<file path="src/rtl/k12a_mem_arbiter.sv">
// Two-port memory arbiter: CPU (fixed priority) and DMA share one RAM/ROM port,
// one access per three cycles. Optional stall counter under K12A_MEM_ARB_STATS_EN.
module k12a_mem_arbiter #(
  parameter int DMA_MAX_WAIT = 4
) (
  input  logic        cpu_clock,
  input  logic        reset_n,
  input  logic        cpu_req,
  input  logic        cpu_we,
  input  logic [15:0] cpu_addr,
  input  logic [7:0]  cpu_wdata,
  output logic        cpu_ack,
  output logic [7:0]  cpu_rdata,
  input  logic        dma_req,
  input  logic        dma_we,
  input  logic [15:0] dma_addr,
  input  logic [7:0]  dma_wdata,
  output logic        dma_ack,
  output logic [7:0]  dma_rdata,
  output logic        mem_enable,
  output logic        mem_write,
  output logic [15:0] mem_addr,
  output logic [7:0]  mem_wdata,
  input  logic [7:0]  mem_rdata,
  output logic        busy,
  output logic        owner,
`ifdef K12A_MEM_ARB_STATS_EN
  output logic [15:0] cpu_stall_cycles,
`endif
  output logic [1:0]  state_dbg
);

  // Handshake: a requester raises req with we/addr/wdata stable and holds all of
  // them until its one-cycle ack; req is only sampled in IDLE, so a req still
  // high after the ack cycle starts a new access.

  typedef enum logic [1:0] {
    IDLE = 2'd0,
    ACC  = 2'd1,
    DONE = 2'd2
  } state_t;

  localparam logic [3:0] MAX_WAIT = 4'(DMA_MAX_WAIT);

  state_t     state, state_nxt;
  logic [3:0] wait_cnt;
  logic       mem_write_q;
  logic       grant_any;
  logic       grant_dma;

  always_comb begin
    state_nxt  = state;
    grant_any  = 1'b0;
    grant_dma  = 1'b0;
    mem_enable = 1'b0;
    mem_write  = 1'b0;
    cpu_ack    = 1'b0;
    dma_ack    = 1'b0;
    busy       = (state != IDLE);
    state_dbg  = state;
    case (state)
      IDLE: begin
        if (cpu_req || dma_req) begin
          grant_any = 1'b1;
          // DMA wins when alone, or when it has lost MAX_WAIT contended rounds
          grant_dma = dma_req && (!cpu_req || (wait_cnt == MAX_WAIT));
          state_nxt = ACC;
        end
      end
      ACC: begin
        mem_enable = 1'b1;
        mem_write  = mem_write_q;
        state_nxt  = DONE;
      end
      DONE: begin
        cpu_ack   = ~owner;
        dma_ack   = owner;
        state_nxt = IDLE;
      end
      default: state_nxt = IDLE;
    endcase
  end

  always_ff @(posedge cpu_clock or negedge reset_n) begin
    if (!reset_n) begin
      state       <= IDLE;
      wait_cnt    <= 4'd0;
      owner       <= 1'b0;
      mem_write_q <= 1'b0;
      mem_addr    <= 16'd0;
      mem_wdata   <= 8'd0;
      cpu_rdata   <= 8'd0;
      dma_rdata   <= 8'd0;
    end else begin
      state <= state_nxt;
      if (grant_any) begin
        owner <= grant_dma;
        if (grant_dma) begin
          wait_cnt    <= 4'd0;
          mem_write_q <= dma_we;
          mem_addr    <= dma_addr;
          mem_wdata   <= dma_wdata;
        end else begin
          if (dma_req) wait_cnt <= wait_cnt + 4'd1;
          mem_write_q <= cpu_we;
          mem_addr    <= cpu_addr;
          mem_wdata   <= cpu_wdata;
        end
      end
      // Read data lands at the edge closing the access cycle
      if ((state == ACC) && !mem_write_q) begin
        if (owner) dma_rdata <= mem_rdata;
        else       cpu_rdata <= mem_rdata;
      end
    end
  end

`ifdef K12A_MEM_ARB_STATS_EN
  logic cpu_stalled;
  assign cpu_stalled = cpu_req && ((busy && owner) || grant_dma);

  always_ff @(posedge cpu_clock or negedge reset_n) begin
    if (!reset_n) begin
      cpu_stall_cycles <= 16'd0;
    end else if (cpu_stalled && (cpu_stall_cycles != 16'hFFFF)) begin
      cpu_stall_cycles <= cpu_stall_cycles + 16'd1;
    end
  end
`endif

endmodule

</file>
<file path="config.mk">
export PLATFORM = sky130hd
export DESIGN_NAME = k12a_mem_arbiter
export DESIGN_NICKNAME = d
export VERILOG_FILES = /design/src/rtl/k12a_mem_arbiter.sv
export SDC_FILE = /design/constraint.sdc
export NUM_CORES = 1
export LEC_CHECK = 0
export BUFFER_PORTS_ARGS = -buffer_cell sky130_fd_sc_hd__buf_2
export CAP_MARGIN = 20
export CORE_MARGIN = 8
export CORE_UTILIZATION = 45
export CTS_CLUSTER_DIAMETER = 80
export DETAILED_ROUTE_END_ITERATION = 6
export PLACE_DENSITY_LB_ADDON = 0.12
export RECOVER_POWER = 50
export SKIP_CTS_REPAIR_TIMING = 1
export SYNTH_ARGS = -nofsm -noshare
export SYNTH_HDL_FRONTEND = slang
export SYNTH_SLANG_ARGS = --single-unit
</file>
<file path="constraint.sdc">
create_clock -name cpu_clock -period 2.2 [get_ports cpu_clock]
set_clock_uncertainty 0.1 [all_clocks]
set_input_delay 0 -clock cpu_clock [delete_from_list [all_inputs] [get_ports cpu_clock]]
set_output_delay 0 -clock cpu_clock [all_outputs]
set_load 0.03 [all_outputs]
</file>
== Word-level counts from Yosys, hierarchy flattened ==
Cells that the tools add are included.

* Register bits after elaboration: 48
* Latch bits: 0
* Memory bits (writable): 0
* Bits in read-only memories: 0
* Input bits: 62
* Output and inout bits: 48
* Logic and storage cells: 41
* Memories: 0

* $add $sub $neg: 1
* Multiply operators: 0
* Div/mod/pow operators: 0
* Magnitude comparators: 0
* Equal/unequal tests: 4
* Shifts and indexed selects: 0
* Muxes and demuxes: 15
* Bitwise gates (word level): 1
* Reduce and logical (&&, ||, !) cells: 12

{| class="wikitable"
|+ Operator list
! kind !! number
|-
| two-way mux 16 bit || 1
|-
| two-way mux 1 bit || 9
|-
| two-way mux 4 bit || 2
|-
| two-way mux 8 bit || 1
|-
| AND reduction 2 bit || 3
|-
| adder 4 x 1 -> 4 bit, second input constant || 1
|-
| equality test 4 x 3 -> 1 bit, second input constant || 1
|-
| case mux 2 bit (2 select lines) || 1
|-
| nonzero test 2 bit || 2
|-
| equality test 2 x 1 -> 1 bit, second input constant || 1
|-
| equality test 2 bit, second input constant || 1
|-
| logical AND 1 bit || 2
|-
| logical NOT 1 bit || 2
|-
| logical NOT 2 bit || 1
|-
| logical OR 1 bit || 2
|-
| two-way mux 2 bit || 1
|-
| inequality test 2 bit, second input constant || 1
|-
| inverter 1 bit || 1
|}

== Longest topological paths before layout ==
Gate-level depths: netlist (run 1).

* Depth in word-level cells: 7
* Gate-level depth with buffers: 7
* Depth with buffers taken out: 5

== Worst setup path before layout (run 1) ==
OpenSTA, ideal clock, no wires.

* Path kind: register to register
* Start: reg state[0] (netlist: state_dbg[0])
* End: reg cpu_rdata[0]
* Library setup time: 125 ps
* Arrival: 1,916 ps
* Path slack: 59 ps
* Cell stages (with the launch flop): 5
* Period minus slack after synthesis: 2,141 ps
* Cell sequence: dfrtp_1 > buf_2 > and2b_1 > nor3b_2 > mux2_2

* Cells in the longest elaborated chain, start to end: 3

{| class="wikitable"
|+ RTL lines
! item !! RTL line !! text
|-
| start: declaration || 45 || <nowiki>state_t state, state_nxt;</nowiki>
|-
| start signal: assignment || 95 || <nowiki>state <= state_nxt;</nowiki>
|-
| equality test 2 x 1 -> 1 bit || 111 || <nowiki>if ((state == ACC) && !mem_write_q) begin</nowiki>
|-
| logical AND 1 bit || 111 ||
|-
| AND reduction 2 bit (no source line) || n/a ||
|-
| end signal: assignment || 113 || <nowiki>else cpu_rdata <= mem_rdata;</nowiki>
|-
| end: declaration || 13 || <nowiki>output logic [7:0] cpu_rdata,</nowiki>
|}

No other way between the ends.
A chain may end at the register's enable or synchronous reset.

== Worst setup path after layout (run 1) ==
* Start: reg wait_cnt[0]
* End: reg mem_write_q

* Cells in the longest elaborated chain, start to end: 6

{| class="wikitable"
|+ RTL lines
! item !! RTL line !! text
|-
| start: declaration || 46 || <nowiki>logic [3:0] wait_cnt;</nowiki>
|-
| start signal: assignment || 104 || <nowiki>if (dma_req) wait_cnt <= wait_cnt + 4'd1;</nowiki>
|-
| equality test 4 x 3 -> 1 bit || 66 || <nowiki>grant_dma = dma_req && (!cpu_req || (wait_cnt == MAX_WAIT));</nowiki>
|-
| logical OR 1 bit || 66 ||
|-
| logical AND 1 bit || 66 ||
|-
| two-way mux 1 bit || 63 || <nowiki>if (cpu_req || dma_req) begin</nowiki>
|-
| two-way mux 1 bit || 61 || <nowiki>case (state)</nowiki>
|-
| two-way mux 1 bit || 98 || <nowiki>if (grant_dma) begin</nowiki>
|-
| end signal: assignment || 100 || <nowiki>mem_write_q <= dma_we;</nowiki>
|-
| end signal: assignment || 105 || <nowiki>mem_write_q <= cpu_we;</nowiki>
|-
| end: declaration || 47 || <nowiki>logic mem_write_q;</nowiki>
|}

No other way between the ends.

==> summary.md, run 1 <==
| Metric | Value |
|---|---|
| Largest net degree at the start of global routing | `49` |
| Initial antenna violation count | `0` |
| Number of port buffers | `109` |
| Die H | `94.30 um` |
| Via count | `2674` |
| Inst Count DP | `428` |
| Non-filler cells in the finished layout | `478` |
| Setup CP Type | `flop to flop` |
| Data required time of the worst path | `2290 ps` |
| CTS H-tree lvls | `2` |
| Iteration-0 DRC Markers | `108` |
| Vias in the first global route | `2587` |
| Via-to-Cell Ratio | `5.594` |
| Netlist cell types | `35` |
| Tot Pwr | `5.541 mW` |
| Clock latency on the worst-skew pair | `300 ps` |
| GR Util All Layers | `17.38%` |
| Max Cap Viol | `0` |
| Worst Path Max Fanout | `7` |
| Fmax | `521.3 MHz` |
| Clock slew at reported path FFs | `90 ps` |
| Status | `complete, but fails checks` |
| Cells after Synth | `254` |
| RSZ-0062 raised after global routing | `no` |
| First-pass GRT wire length | `12.45 mm` |
| CTS tree | `built` |
| Cell Rows | `28` |
| Seq/Total Area, Yosys | `43.54%` |
| Starting Density | `46.60%` |
| PD cells | `1422 nW/um^2` |
| Final wirelength | `8.503 mm` |
| CP endpoint kind | `flop` |
| Hold slack | `-8.832 ps` |
| Worst hold path type | `input port to flop` |
| Avg Cell Area, Syn | `10.86 um^2` |
| # IOs | `110` |
| Worst slew margin | `18.18%` |
| Residual DRC | `0` |
| Leakage | `1.808 nW` |
| Yosys reg bits | `48` |
| Worst Slack Setup Final | `281.9 ps` |
| Die ar. | `8892 um^2` |
| Die W | `94.30 um` |
| Crit path time final | `1918 ps` |
| EDFF count, synth | `0` |
| Worst Tran Pin Value | `1227 ps` |
| Diode count | `0` |
| Worst path arrival time | `2010 ps` |
| # clock sinks | `48` |
| GP Congestion | `0.7646` |
| Fin Setup TNS | `0 ps` |
| Post-Syn Nets | `318` |
| Grt ovf | `0` |
| Clock root cell | `clkbuf_8` |
| Syn. warnings | `0` |
| Max IR drop VDD | `866.2 uV` |
| Final Setup Violations | `0` |
| CORE AREA | `5921 um^2` |
| TritonCTS Buffers | `5` |
| Final core occ | `65.83%` |
| Avg WL per Cell | `17.79 um` |
| Antenna Violating Nets Remaining | `0` |
| Area grow syn2layout | `41.27%` |
| Mapped Area | `2759 um^2` |
| Post-DP HPWL | `5.557 mm` |
| Clk buf depth | `2` |
| Async set-reset flop share out of synthesis | `100.0%` |
| Fin crit share | `87.19%` |
| Drt first pass iters | `4` |
| Critical-path cell list | `inv_1 -> ha_1 -> and4b_1 -> nand3b_1 -> buf_4 -> o221a_2` |
| Total Nets Final | `466` |
| Startpoint class of the critical path | `flop` |
| Most used DFF post-synth | `dfrtp_1` |
| Final Hold Viols | `7` |
| Share of cells above drive strength 1 | `32.51%` |
| Violated checks | `hold timing` |
| Post-place setup slack | `284.2 ps` |
| Most frequent cells in the layout | `buf_2 (85), dfrtp_1 (48), dlygate4sd3_1 (42)` |
| Worst path max stage delay | `410 ps` |
| Critical path's slowest cell | `dfrtp_1` |
| Slew Limit Fails | `0` |
| Most common cell after layout, fill and taps aside | `buf_2` |
layer usage:
metal	track usage, %	routed length (um)	up-vias
met3	5.755	686	4
met1	20.82	3492	1305
li1	-	-	1282
met2	29.26	4288	83
met4	4.227	36	0
met5	0	0	-
area by class of cell:
type / instances / area (um^2)
Fill cell: 482 / 2023
Multi-Input combinational cell: 176 / 1415
Sequential cell: 48 / 1201
Timing Repair Buffer: 168 / 1061
Tap cell: 75 / 93.84
Clock buffer: 5 / 68.82
Clock inverter: 3 / 46.29
Inverter: 3 / 11.26
cell usage after synthesis (2+ instances only):
library cell,count,area (um^2)
nor2b_1,4,25.02
nor4b_1,22,192.7
o22a_1,3,26.28
mux2_2,16,180.2
o32a_1,17,170.2
ha_1,2,25.02
buf_2,6,30.03
and3b_1,2,17.52
inv_1,3,11.26
nor2_1,24,90.09
clkbuf_1,17,63.81
nand4_1,2,12.51
nor3b_1,2,15.01
buf_6,3,33.78
dfrtp_1,48,1201
o21ai_0,2,10.01
o221a_2,3,33.78
a2bb2oi_1,8,70.07
nor3_1,8,40.04
nand3b_1,2,15.01
o21bai_1,22,165.2
nand2_1,3,11.26
a22o_1,2,17.52
o211a_1,22,220.2
flip-flops by register name, summed over array words and instances, names as in the netlist:
name         cells
cpu_rdata        8
dma_rdata        8
mem_addr        16
mem_wdata        8
mem_write_q      1
owner            1
state_dbg        2
wait_cnt         4
worst paths after layout:
path	start	depth (start not counted)	slack [ps]	endpoint
min in group asynchronous	reset_n	3	460	mem_addr[0]$_DFFE_PN0P_
hold reg to reg	dma_rdata[7]$_DFFE_PN0P_	1	410	dma_rdata[7]$_DFFE_PN0P_
setup / recovery	wait_cnt[0]$_DFFE_PN0P_	6	280	mem_write_q$_DFFE_PN0P_
hold / removal	dma_addr[0]	3	-9	mem_addr[0]$_DFFE_PN0P_
setup reg to reg	wait_cnt[0]$_DFFE_PN0P_	6	280	mem_write_q$_DFFE_PN0P_
max in group asynchronous	reset_n	3	790	wait_cnt[1]$_DFFE_PN0P_
through the flow:
step / instance area (um^2) / hold WS (ps)
2_1_floorplan: 2759 / -395.6
3_3_place_gp: 3395 / 46.47
3_5_place_dp: 3395 / 45.41
4_1_cts: 3510 / -286.5
5_1_grt: 3897 / 1.057
6_report: 3897 / -8.832
logic make-up (layout without fill, tap and decap cells):
kind of cell / count (synthesis) / in the layout / share of synthesized area [%]
DFF: 48 / 48 / 43.54
buffers and inverters: 30 / 179 / 5.170
adders and majority gates: 2 / 2 / 0.9069
AOI/OAI and AO/OA: 81 / 81 / 26.39
and+or+nand+nor: 77 / 77 / 17.46
muxes: 16 / 16 / 6.531
power by group:
| group | total [mW] | internal [mW] | switching (mW) |
|---|---|---|---|
| sequential | 1.69 | 1.33 | 0.359 |
| combinational | 3.20 | 1.25 | 1.96 |
| clock | 0.654 | 0.343 | 0.311 |
| total | 5.54 | 2.92 | 2.63 |
critical path, delay by kind of cell (launching register included):
family	cells	cell delay, ps
AO/OA/AOI/OAI	1	260
adder cells (fa/ha/maj)	1	200
buffers and inverters	2	320
flip-flops	1	410
AND/OR/NAND/NOR	2	510
Power figures use the tool's default switching activity.
==> inputs of run 2 (changes only) <==
- CTS_BUF_LIST: not set -> sky130_fd_sc_hd__clkbuf_2
==> run 2 against run 1 <==
The run now ends clean. Critical path depth is the same. Die area is the same. Total power shrank 2.4%. First-iteration DRC count grew 35%. Routed wire length grew 5.4%. Sequential power is essentially flat. Cell count grew 4.2%. Non-clock buffer count grew 20. Worst setup slack lost 8.8 ps. Critical path type unchanged. Critical endpoint unchanged. Largest cell class unchanged. Highest routed layer unchanged.
==> summary.md, run 2 (synthesis gave the netlist of run 1 again) <==
| Metric | Value |
|---|---|
| DP Area | `3395 um^2` |
| Diode count | `0` |
| # clock sinks | `48` |
| Post-DP HPWL | `5.557 mm` |
| Worst Path Max Fanout | `7` |
| Fin crit share | `87.59%` |
| Fillers | `467` |
| Startpoint class of the critical path | `flop` |
| Final wirelength | `8.963 mm` |
| Tot Pwr | `5.411 mW` |
| CP endpoint kind | `flop` |
| Final Setup Violations | `0` |
| First-pass GRT wire length | `12.46 mm` |
| Initial antenna violation count | `0` |
| Non-filler cells in the finished layout | `498` |
| CTS tree | `built` |
| Number of port buffers | `109` |
| Share of cells above drive strength 1 | `31.21%` |
| Most common cell after layout, fill and taps aside | `buf_2` |
| Met1 usage | `21.07%` |
| Cell Rows | `28` |
| Max Cap Viol | `0` |
| Top reg by flops | `mem_addr` |
| # IOs | `110` |
| Largest net degree at the start of global routing | `49` |
| Worst Tran Pin Value | `1223 ps` |
| Fin Setup TNS | `0 ps` |
| Iteration-0 DRC Markers | `146` |
| Most frequent cells in the layout | `buf_2 (86), dlygate4sd3_1 (62), dfrtp_1 (48)` |
| GR peak layer | `met2` |
| Data required time of the worst path | `2450 ps` |
| RSZ-0062 raised after global routing | `no` |
| Register area | `1201 um^2` |
| Clock slew at reported path FFs | `260 ps` |
| Avg WL per Cell | `18.00 um` |
| Inst Count DP | `428` |
| Clock root cell | `clkbuf_2` |
| TritonCTS Buffers | `5` |
| Starting Density | `46.60%` |
| Leakage | `1.881 nW` |
| Final Hold Viols | `0` |
| Clock latency on the worst-skew pair | `430 ps` |
| Worst path arrival time | `2180 ps` |
| GR Util All Layers | `17.36%` |
| Antenna Violating Nets Remaining | `0` |
| Residual DRC | `0` |
| Area of the multi-input gates | `1415 um^2` |
| GP Congestion | `0.7646` |
| Via count | `2769` |
| Setup CP Type | `flop to flop` |
| Grt ovf | `0` |
| Vias in the first global route | `2577` |
| Die W | `94.30 um` |
| Fmax | `519.0 MHz` |
| Hold slack | `223.9 ps` |
| PD cells | `1334 nW/um^2` |
| Drt first pass iters | `4` |
| Die H | `94.30 um` |
| Met2 Use GR | `28.85%` |
| Clk buf depth | `2` |
| CORE AREA | `5921 um^2` |
| Max FFs per register | `16` |
| Via-to-Cell Ratio | `5.560` |
| Area grow syn2layout | `46.98%` |
| Worst hold path type | `input port to flop` |
| Max IR drop VDD | `877.7 uV` |
| Worst slew margin | `18.47%` |
| Design Area, Final | `4055 um^2` |
| Crit path time final | `1927 ps` |
| Status | `completed` |
| Met3 GRT Util | `5.516%` |
| Die ar. | `8892 um^2` |
| CTS H-tree lvls | `2` |
| Slew Limit Fails | `0` |
| Total Nets Final | `486` |
-- run 2: final timing paths --
check / slack (ps) / end / from / depth (start not counted)
worst max-delay path: 270 / mem_write_q$_DFFE_PN0P_ / wait_cnt[0]$_DFFE_PN0P_ / 6
worst min-delay path: 220 / mem_addr[5]$_DFFE_PN0P_ / cpu_addr[5] / 3
worst max register to register: 270 / mem_write_q$_DFFE_PN0P_ / wait_cnt[0]$_DFFE_PN0P_ / 6
worst min register to register: 440 / dma_rdata[7]$_DFFE_PN0P_ / dma_rdata[7]$_DFFE_PN0P_ / 1
max in group asynchronous: 980 / dma_rdata[3]$_DFFE_PN0P_ / reset_n / 3
min in group asynchronous: 290 / mem_addr[0]$_DFFE_PN0P_ / reset_n / 3
-- run 2: worst max-delay path, stage by stage, from the launching register on --
cell	delay, ps
dfrtp_1	460
inv_1	60
ha_1	200
and4b_1	200
nand3b_1	310
buf_4	260
o221a_2	260
-- run 2: report_power, final --
| part | switching, mW | total, mW | internal [mW] | leakage (nW) |
|---|---|---|---|---|
| registers | 0.358 | 1.68 | 1.32 | 0.559 |
| logic | 1.96 | 3.23 | 1.27 | 1.28 |
| clock network | 0.304 | 0.500 | 0.196 | 0.0396 |
| total | 2.62 | 5.41 | 2.79 | 1.88 |
-- run 2: per-stage QoR --
| step | setup WS [ps] | utilization [%] |
|---|---|---|
| 2_1_floorplan | 59.18 | - |
| 3_3_place_gp | 343.2 | 57.33 |
| 3_5_place_dp | 284.2 | 57.33 |
| 4_1_cts | 261.7 | 58.54 |
| 5_1_grt | 162.1 | 68.49 |
| 6_report | 273.1 | 68.49 |
-- run 2: cell type report --
| cell class | instances | share of cell area, % |
|---|---|---|
| Clock buffer | 5 | 0.6171 |
| Clock inverter | 3 | 1.142 |
| Inverter | 3 | 0.2777 |
| Multi-Input combinational cell | 176 | 34.90 |
| Sequential cell | 48 | 29.62 |
| Tap cell | 75 | 2.314 |
| Timing Repair Buffer | 188 | 31.13 |
-- run 2: metal layers --
layer | share of wire (%) | vias to the layer above
li1 | - | 1320
met1 | 40 | 1336
met2 | 50 | 95
met3 | 7.6 | 18
met4 | 2.2 | 0
met5 | 0 | -
